<file path="src/rtl/div_unit_pkg.sv">
// Shared types and operation codes for the iterative divide unit.
package div_unit_pkg;

  // Controller states; BUSY covers StCalc and StFix only.
  typedef enum logic [1:0] {
    StIdle = 2'd0,
    StCalc = 2'd1,
    StFix  = 2'd2,
    StDone = 2'd3
  } div_state_e;

  // Select codes shared with the ALU decode.
  localparam logic [4:0] SelAdd  = 5'd0;
  localparam logic [4:0] SelDiv  = 5'd16;
  localparam logic [4:0] SelDivu = 5'd17;
  localparam logic [4:0] SelRem  = 5'd18;
  localparam logic [4:0] SelRemu = 5'd19;

  function automatic logic is_div_op(input logic [4:0] sel);
    return (sel == SelDiv) || (sel == SelDivu) || (sel == SelRem) || (sel == SelRemu);
  endfunction

  function automatic logic is_signed_op(input logic [4:0] sel);
    return (sel == SelDiv) || (sel == SelRem);
  endfunction

  function automatic logic is_rem_op(input logic [4:0] sel);
    return (sel == SelRem) || (sel == SelRemu);
  endfunction

endpackage

</file>
<file path="src/rtl/div_unit_if.sv">
// Request/response bundle between the EX stage and the divide unit.
interface div_unit_if #(
  parameter int unsigned XLEN = 32
);
  logic            start;
  logic [4:0]      select;
  logic [XLEN-1:0] data1;
  logic [XLEN-1:0] data2;
  logic            flush;
  logic            busy;
  logic            valid;
  logic [XLEN-1:0] result;

  modport master (
    output start, select, data1, data2, flush,
    input  busy, valid, result
  );

  modport slave (
    input  start, select, data1, data2, flush,
    output busy, valid, result
  );
endinterface

</file>
<file path="src/rtl/div_unit_step.sv">
// One restoring shift/compare/subtract iteration of the unsigned divider.
module div_unit_step #(
  parameter int unsigned XLEN = 32
) (
  input  logic [XLEN-1:0] rem_in,
  input  logic [XLEN-1:0] quo_in,
  input  logic [XLEN-1:0] divisor,
  output logic [XLEN-1:0] rem_out,
  output logic [XLEN-1:0] quo_out
);
  logic [XLEN:0] shifted;
  logic [XLEN:0] diff;

  // Partial remainder is one bit wider so the borrow lands in the MSB.
  always_comb begin
    shifted = {rem_in, quo_in[XLEN-1]};
    diff    = shifted - {1'b0, divisor};
    quo_out = {quo_in[XLEN-2:0], ~diff[XLEN]};
    rem_out = diff[XLEN] ? shifted[XLEN-1:0] : diff[XLEN-1:0];
  end
endmodule

</file>
<file path="src/rtl/div_unit.sv">
// Iterative DIV/DIVU/REM/REMU unit: one quotient bit per cycle, sign fix-up at the end.
module div_unit
  import div_unit_pkg::*;
#(
  parameter int unsigned XLEN = 32
) (
  input logic       clk,
  input logic       rst_n,
  div_unit_if.slave bus
);
  localparam int unsigned CNT_W = $clog2(XLEN);

  div_state_e      state_q, state_d;
  logic [CNT_W-1:0] cnt_q, cnt_d;
  logic [XLEN-1:0] rem_q, rem_d, quo_q, quo_d, dvs_q, dvs_d, result_q, result_d;
  logic            neg_q, neg_d, sgn1_q, sgn1_d, rem_op_q, rem_op_d;

  logic [XLEN-1:0] step_rem, step_quo, a_abs, b_abs;
  logic            a_neg, b_neg, accept, div_zero, ovf;

  div_unit_step #(
    .XLEN(XLEN)
  ) u_div_step (
    .rem_in (rem_q),
    .quo_in (quo_q),
    .divisor(dvs_q),
    .rem_out(step_rem),
    .quo_out(step_quo)
  );

  // Next-state, operand capture and result selection.
  always_comb begin
    state_d  = state_q;
    cnt_d    = cnt_q;
    rem_d    = rem_q;
    quo_d    = quo_q;
    dvs_d    = dvs_q;
    neg_d    = neg_q;
    sgn1_d   = sgn1_q;
    rem_op_d = rem_op_q;
    result_d = result_q;

    a_neg    = is_signed_op(bus.select) & bus.data1[XLEN-1];
    b_neg    = is_signed_op(bus.select) & bus.data2[XLEN-1];
    a_abs    = a_neg ? -bus.data1 : bus.data1;
    b_abs    = b_neg ? -bus.data2 : bus.data2;
    div_zero = (bus.data2 == '0);
    ovf      = is_signed_op(bus.select) && (bus.data1 == {1'b1, {(XLEN-1){1'b0}}}) &&
               (bus.data2 == '1);
    accept   = ((state_q == StIdle) || (state_q == StDone)) && bus.start &&
               is_div_op(bus.select) && !bus.flush;

    case (state_q)
      StIdle, StDone: begin
        state_d = StIdle;
        if (accept) begin
          neg_d    = a_neg ^ b_neg;
          sgn1_d   = a_neg;
          rem_op_d = is_rem_op(bus.select);
          rem_d    = '0;
          quo_d    = a_abs;
          dvs_d    = b_abs;
          if (div_zero) begin
            state_d  = StDone;
            result_d = is_rem_op(bus.select) ? bus.data1 : '1;
          end else if (ovf) begin
            // Quotient saturates to the most negative value, remainder is zero.
            state_d  = StDone;
            result_d = is_rem_op(bus.select) ? '0 : bus.data1;
          end else begin
            state_d = StCalc;
            cnt_d   = CNT_W'(XLEN - 1);
          end
        end
      end
      StCalc: begin
        rem_d = step_rem;
        quo_d = step_quo;
        cnt_d = cnt_q - CNT_W'(1);
        if (cnt_q == '0) state_d = StFix;
      end
      StFix: begin
        state_d  = StDone;
        result_d = rem_op_q ? (sgn1_q ? -rem_q : rem_q) : (neg_q ? -quo_q : quo_q);
      end
      default: state_d = StIdle;
    endcase

    // Abort wins over everything, including a same-cycle start; result is kept.
    if (bus.flush) begin
      state_d  = StIdle;
      result_d = result_q;
    end
  end

  // State and datapath registers.
  always_ff @(posedge clk or negedge rst_n) begin
    if (!rst_n) begin
      state_q  <= StIdle;
      cnt_q    <= '0;
      rem_q    <= '0;
      quo_q    <= '0;
      dvs_q    <= '0;
      neg_q    <= 1'b0;
      sgn1_q   <= 1'b0;
      rem_op_q <= 1'b0;
      result_q <= '0;
    end else begin
      state_q  <= state_d;
      cnt_q    <= cnt_d;
      rem_q    <= rem_d;
      quo_q    <= quo_d;
      dvs_q    <= dvs_d;
      neg_q    <= neg_d;
      sgn1_q   <= sgn1_d;
      rem_op_q <= rem_op_d;
      result_q <= result_d;
    end
  end

  assign bus.busy   = (state_q == StCalc) || (state_q == StFix);
  assign bus.valid  = (state_q == StDone);
  assign bus.result = result_q;
endmodule
</file>
<file path="src/flat_wrapper.sv">
// flat-port wrapper written by rule: the top's interface ports become plain ports
module div_unit_flat import div_unit_pkg::*;
#(
  parameter int unsigned XLEN = 32
)
  (clk, rst_n, bus_start, bus_select, bus_data1, bus_data2, bus_flush, bus_busy, bus_valid, bus_result);
  div_unit_if #(.XLEN(XLEN)) bus_i ();
  input logic clk;
  input logic rst_n;
  input wire logic [$bits(bus_i.start)-1:0] bus_start;
  input wire logic [$bits(bus_i.select)-1:0] bus_select;
  input wire logic [$bits(bus_i.data1)-1:0] bus_data1;
  input wire logic [$bits(bus_i.data2)-1:0] bus_data2;
  input wire logic [$bits(bus_i.flush)-1:0] bus_flush;
  output wire logic [$bits(bus_i.busy)-1:0] bus_busy;
  output wire logic [$bits(bus_i.valid)-1:0] bus_valid;
  output wire logic [$bits(bus_i.result)-1:0] bus_result;
  assign bus_i.start = bus_start;
  assign bus_i.select = bus_select;
  assign bus_i.data1 = bus_data1;
  assign bus_i.data2 = bus_data2;
  assign bus_i.flush = bus_flush;
  assign bus_busy = bus_i.busy;
  assign bus_valid = bus_i.valid;
  assign bus_result = bus_i.result;
  div_unit #(.XLEN(XLEN)) u_core (.clk(clk), .rst_n(rst_n), .bus(bus_i));
endmodule
</file>
<file path="config.mk">
export PLATFORM = sky130hd
export DESIGN_NAME = div_unit_flat
export DESIGN_NICKNAME = d
export VERILOG_FILES = /design/src/rtl/div_unit_pkg.sv /design/src/rtl/div_unit_if.sv /design/src/rtl/div_unit_step.sv /design/src/rtl/div_unit.sv /design/src/flat_wrapper.sv
export SDC_FILE = /design/constraint.sdc
export NUM_CORES = 1
export LEC_CHECK = 0
export CORE_MARGIN = 8
export CORE_UTILIZATION = 45
export DETAILED_ROUTE_END_ITERATION = 7
export GPL_ROUTABILITY_DRIVEN = 0
export GPL_TIMING_DRIVEN = 0
export PLACE_DENSITY = 0.65
export SYNTH_ARGS = -nofsm -noshare
export SYNTH_HDL_FRONTEND = slang
export SYNTH_SLANG_ARGS = --single-unit
</file>
<file path="constraint.sdc">
create_clock -name clk -period 3.6 [get_ports clk]
set_clock_uncertainty 0.2 [all_clocks]
set_input_delay 0.54 -clock clk [delete_from_list [all_inputs] [get_ports clk]]
set_output_delay 0.54 -clock clk [all_outputs]
set_load 0.01 [all_outputs]
</file>
**Word-level counts from Yosys, hierarchy flattened**

Cells that the tools add are included.

- $add $sub $neg: 6
- Reductions and logical operators: 23
- Bitwise logic cells: 5
- Mux-type cells: 26
- Equality and inequality tests: 14

Operators by type and width:

| kind | number |
|---|---|
| 2-to-1 mux 32 bit | 13 |
| one-hot mux 32 bit (2 select lines) | 3 |
| negation 32 bit | 4 |
| equality test 32 bit, second input constant | 2 |
| subtractor 33 x 32 -> 33 bit | 1 |
| zero test 32 bit | 1 |
| equality test 5 bit, second input constant | 4 |
| 2-to-1 mux 5 bit | 3 |
| 2-to-1 mux 2 bit | 5 |
| one-hot mux 5 bit (2 select lines) | 1 |
| AND reduction 4 bit | 2 |
| logical OR 1 bit | 7 |
| one-hot mux 2 bit (3 select lines) | 1 |
| logical AND 1 bit | 5 |
| zero test 5 bit | 1 |
| subtractor 5 x 1 -> 5 bit, second input constant | 1 |
| equality test 2 bit, second input constant | 2 |
| != test 2 bit, second input constant | 2 |
| AND reduction 2 bit | 2 |
| nonzero test 2 bit | 2 |
| != test 3 x 1 -> 1 bit, second input constant | 1 |
| != test 3 x 2 -> 1 bit, second input constant | 1 |
| AND 1 bit | 2 |
| equality test 2 x 1 -> 1 bit, second input constant | 1 |
| other kinds (6) | 7 |

- Input port bits: 73
- Register bits: 138
- Logic and storage cells: 83
- Output and inout port bits: 34

**Depth between registers and ports, before layout**

- Word-level depth: 9
- Mapped depth: 13
- Mapped depth without buffers: 11

**By module**

From an unflattened synthesis, not the netlist that was laid out.

- Cells, all modules: 1427
- Area total of the unflattened synthesis: 11606.1 µm²

By module, submodules not included:

| module | instances | sequential area each (µm²) | area an instance (µm²) | cells an instance |
|---|---|---|---|---|
| div_unit | 1 | 3453.3 | 9014.9 | 1091 |
| div_unit_step | 1 | 0.0 | 2591.2 | 336 |

**Worst setup path before layout**

OpenSTA, ideal clock, no wires.

- Path type: register to register
- Start point: reg u_core.rem_q[17]
- End point: reg u_core.rem_q[17]
- Slack: 0.530 ns
- Required time: 3.262 ns
- Path buffers: 2
- Cell stages (with the launch flop): 12
- Library setup time: 0.138 ns
- Data arrival time: 2.732 ns
- Clock period less this slack: 3.070 ns
- Cells stage by stage: dfrtp_1 ha_1 and2_1 a311o_1 a221o_1 o2bb2ai_1 a21o_1 o21a_1 clkbuf_1 nor2_1 buf_2 o221ai_1

- Cells in the longest elaborated chain, start to end: 3

RTL lines:

| what | RTL line | source |
|---|---|---|
| from (decl) | div_unit.sv:15 | `logic [XLEN-1:0] rem_q, rem_d, quo_q, quo_d, dvs_q, dvs_d, result_q, result_d;` |
| from (signal assigned) | div_unit.sv:111 | `rem_q <= rem_d;` |
| subtractor 33 x 32 -> 33 bit | div_unit_step.sv:17 | `diff = shifted - {1'b0, divisor};` |
| 2-to-1 mux 32 bit | div_unit_step.sv:19 | `rem_out = diff[XLEN] ? shifted[XLEN-1:0] : diff[XLEN-1:0];` |
| one-hot mux 32 bit (2 select lines) | div_unit.sv:53 | `case (state_q)` |

Every way passes these cells.
A chain may end at the register's enable or synchronous reset.

**Worst setup path in the final report**

- Start point: in bus_data1[2]
- End point: reg u_core.result_q[16] (netlist: u_core.bus.result[16])

- Cells in the longest elaborated chain, start to end: 5

RTL lines:

| what | RTL line | source |
|---|---|---|
| from (decl) | flat_wrapper.sv:12 | `input wire logic [$bits(bus_i.data1)-1:0] bus_data1;` |
| equality test 32 bit | div_unit.sv:48 | `ovf = is_signed_op(bus.select) && (bus.data1 == {1'b1, {(XLEN-1){1'b0}}}) &&` |
| logical AND 1 bit (2 in a row) | div_unit.sv:48 |  |
| != test 3 x 1 -> 1 bit (no line) | - |  |
| AND reduction 4 bit (no line) | - |  |
| to (signal assigned) | div_unit.sv:117 | `result_q <= result_d;` |
| to (decl) | div_unit.sv:15 |  |

Every way passes these cells.

==> impl_metrics.tcl <==
set metrics [dict create \
    status "complete, no violations" \
    ys.warnings.count 0 \
    antenna_found_initial 0 \
    rsz0062_at_grt "yes" \
    fmax_mhz 285 \
    io_buffers 104 \
    drt_wl_total_mm 38.9 \
    cts.sink_count 138 \
    tightest_slew_ns 0.819 \
    syn_inst 1437 \
    grt_pass1_wl_mm 62.0 \
    clk_latency_ns 0.42 \
    power.density_nw_per_um2 432 \
    crit_slowest_cell "or4b_1" \
    crit_path_cell_trace "clkdlybuf4s50_1 -> or4b_1 -> or3_1 -> nor2_4 -> and3_2 -> a41o_4 -> a21oi_4 -> buf_2 -> a211oi_1 -> a21o_1" \
    postCtsSetupBuffers 0 \
    min_period_over_period_pct 97.5 \
    crit_path_start_kind "input pin" \
    drc 0 \
    ioPinCount 107 \
    drt_iter0_drc 926 \
    critical_path_class "input pin to flop" \
    die_w_um 175 \
    finalNetCount 1676 \
    crit_fanout 10 \
    die_h_um 175 \
    cts_buffers 17 \
    ys_types 77 \
    required_ns 3.77 \
    yosysSeqAreaShare_pct 30.5 \
    fin_crit_ns 3.51 \
    p_leak_nw 5.65 \
    ys_ff_latch 138 \
    overflow 0 \
    final_cell_area_um2 13500 \
    pre_cts_ws_ns -0.992 \
    design.core.area_um2 25000 \
    final_cells 1903 \
    area_growth_pct 19.4 \
    slew_headroom_pct 45.0 \
    avgViaCountPerCell 5.99 \
    hp-class "flop to flop" \
    cp.arrival_ns 3.67 \
    cts_max_level 4 \
    post_drt_wl_per_cell_um 20.4 \
    drtPass1Iterations 5 \
    dpl.hpwl_mm 30.5 \
    slowest_delay_ns 0.57 \
    holdWs_ns 0.278 \
    multiInputGateArea_um2 7430 \
    cts-root-buf "clkbuf_16" \
    die_area_um2 30500 \
    grt_max_degree 73 \
    dpl_cell_area_um2 12800 \
    slew_viol_final 0 \
    finalSetupViolations 0 \
    drive_gt1_share_pct 6.04 \
    postRouteAntennaNets 0 \
    netlist_area_um2 11300 \
    start_util_pct 45.4 \
    synthArstFlopShare_pct 100 \
    synth_edf_count 0 \
    cap_violations 0 \
    synthesis.nets 1553 \
    fin_util_pct 54.2 \
    n_antenna_cell 0 \
    grt_usage_pct 25.2 \
    seq_area_um2 3450 \
    cts_tree "built" \
    crit_path_end_kind "flop" \
    clock_path_buffers 2 \
    fin_ws_ns 0.0905 \
    peakVddDrop_mv 0.231 \
    num_vias 11392 \
    syn_area_per_cell_um2 7.89 \
    synth-main-ff-cell "dfrtp_1" \
    dp_cells 1872 \
    rows 58 \
    path_clk_slew_ns 0.07 \
    hold_viol 0 \
    grt_pass1_vias 11282 \
    nFillCells 2392 \
]
==> per-layer routing <==
metal,wire [um],GRT usage [%]
met2,18000,42.4
met4,1540,11.1
met3,2630,3.97
met1,16600,31.5
met5,0,0
==> critical path, delay by kind of cell <==
kind            cells  cell delay, ns
simple gates        4            1.50
buf+inv             2            0.80
compound gates      4            0.81
==> sequential cells by signal (all words and copies together), names as in the netlist <==
signal,count
u_core.state_q,2
u_core.bus.result,32
u_core.neg_q,1
u_core.rem_q,32
u_core.cnt_q,5
u_core.quo_q,32
u_core.dvs_q,32
u_core.sgn1_q,1
u_core.rem_op_q,1
==> cell type report <==
type / instances / share of cell area [%]
Buffer: 84 / 2.59
Clock buffer: 18 / 3.24
Clock inverter: 14 / 1.10
Inverter: 60 / 1.66
Multi-Input combinational cell: 1153 / 54.9
Sequential cell: 138 / 25.5
Tap cell: 330 / 3.05
Timing Repair Buffer: 106 / 7.96
==> cell usage in the layout (no fill, tap or decap), types with 6 or more instances in the layout <==
cell,count
a211oi_1,9
a21o_1,22
a21oi_1,113
a221o_1,12
a31oi_1,9
buf_2,6
clkbuf_1,69
clkbuf_16,17
clkdlybuf4s50_1,101
dfrtp_1,138
ha_1,41
inv_1,58
inv_6,7
maj3_1,14
mux2i_1,26
nand2_1,218
nand2b_1,6
nand3_1,16
nand4_1,18
nor2_1,82
nor2b_1,10
nor3_1,26
nor4_1,23
o211ai_1,7
o21a_1,6
o21ai_0,148
o221ai_1,22
o31ai_1,36
o41ai_1,12
or2_2,10
or3_1,17
or4_1,11
xnor2_1,71
xor2_1,66
==> cell usage after synthesis, types with 6 or more instances <==
| cell type | number | area share [%] |
|---|---|---|
| a211oi_1 | 10 | 0.66 |
| a21o_1 | 23 | 1.5 |
| a21oi_1 | 115 | 5.1 |
| a221o_1 | 12 | 1.1 |
| a31oi_1 | 9 | 0.50 |
| buf_2 | 9 | 0.40 |
| clkbuf_1 | 72 | 2.4 |
| dfrtp_1 | 138 | 30 |
| ha_1 | 42 | 4.6 |
| inv_1 | 59 | 2.0 |
| maj3_1 | 14 | 1.2 |
| mux2i_1 | 26 | 2.3 |
| nand2_1 | 219 | 7.2 |
| nand2b_1 | 6 | 0.33 |
| nand3_1 | 18 | 0.79 |
| nand4_1 | 18 | 0.99 |
| nor2_1 | 84 | 2.8 |
| nor2b_1 | 10 | 0.55 |
| nor3_1 | 27 | 1.2 |
| nor4_1 | 26 | 1.4 |
| o211ai_1 | 7 | 0.46 |
| o21a_1 | 7 | 0.46 |
| o21ai_0 | 148 | 6.5 |
| o221ai_1 | 22 | 1.7 |
| o31ai_1 | 36 | 2.4 |
| o41ai_1 | 12 | 0.93 |
| or2_2 | 10 | 0.55 |
| or3_1 | 17 | 0.94 |
| or4_1 | 11 | 0.73 |
| xnor2_1 | 71 | 5.5 |
| xor2_1 | 66 | 5.1 |
==> report_power, final <==
part / total, mW / internal [mW] / switching (mW)
sequential: 2.09 / 1.83 / 0.263
clock: 1.79 / 1.00 / 0.784
combinational: 1.97 / 0.834 / 1.14
==> what timing repair did <==
action,in CTS,in global routing
pin swaps,0,0
resized for setup,13,24
endpoints found under the setup margin,70,72
hold buffers,1,0
hold endpoints to repair,71,0
==> per-stage QoR <==
stage                     power (mW)   TNS, ns
after floorplan                 3.25         0
after global placement          3.99   -578.43
after detailed placement        4.03    -46.03
after CTS                       5.82         0
after global routing            6.17  -0.00254
final                           5.85         0
==> cells by family after synthesis <==
group           after synthesis  synth area share [%]
xor+xnor                    137                  10.6
mux                          28                  2.49
fa+ha+maj                    57                  6.05
compound gates              446                  24.7
buf+inv                     146                  5.03
simple gates                485                  20.7
flops                       138                  30.5
==> path summary, 6_finish.rpt <==
kind	start	end	slack [ns]	cells past startpoint
setup / recovery	bus_data1[2]	u_core.bus.result[16]	0.09	10
hold / removal	u_core.dvs_q[24]	u_core.dvs_q[24]	0.28	2
setup reg to reg	u_core.rem_q[3]	u_core.rem_q[7]	0.11	9
hold reg to reg	u_core.dvs_q[24]	u_core.dvs_q[24]	0.28	2
max in group asynchronous	rst_n	u_core.rem_q[28]	1.88	3
min in group asynchronous	rst_n	u_core.quo_q[4]	0.49	2
No activity file was read; power rests on OpenSTA's default activity.
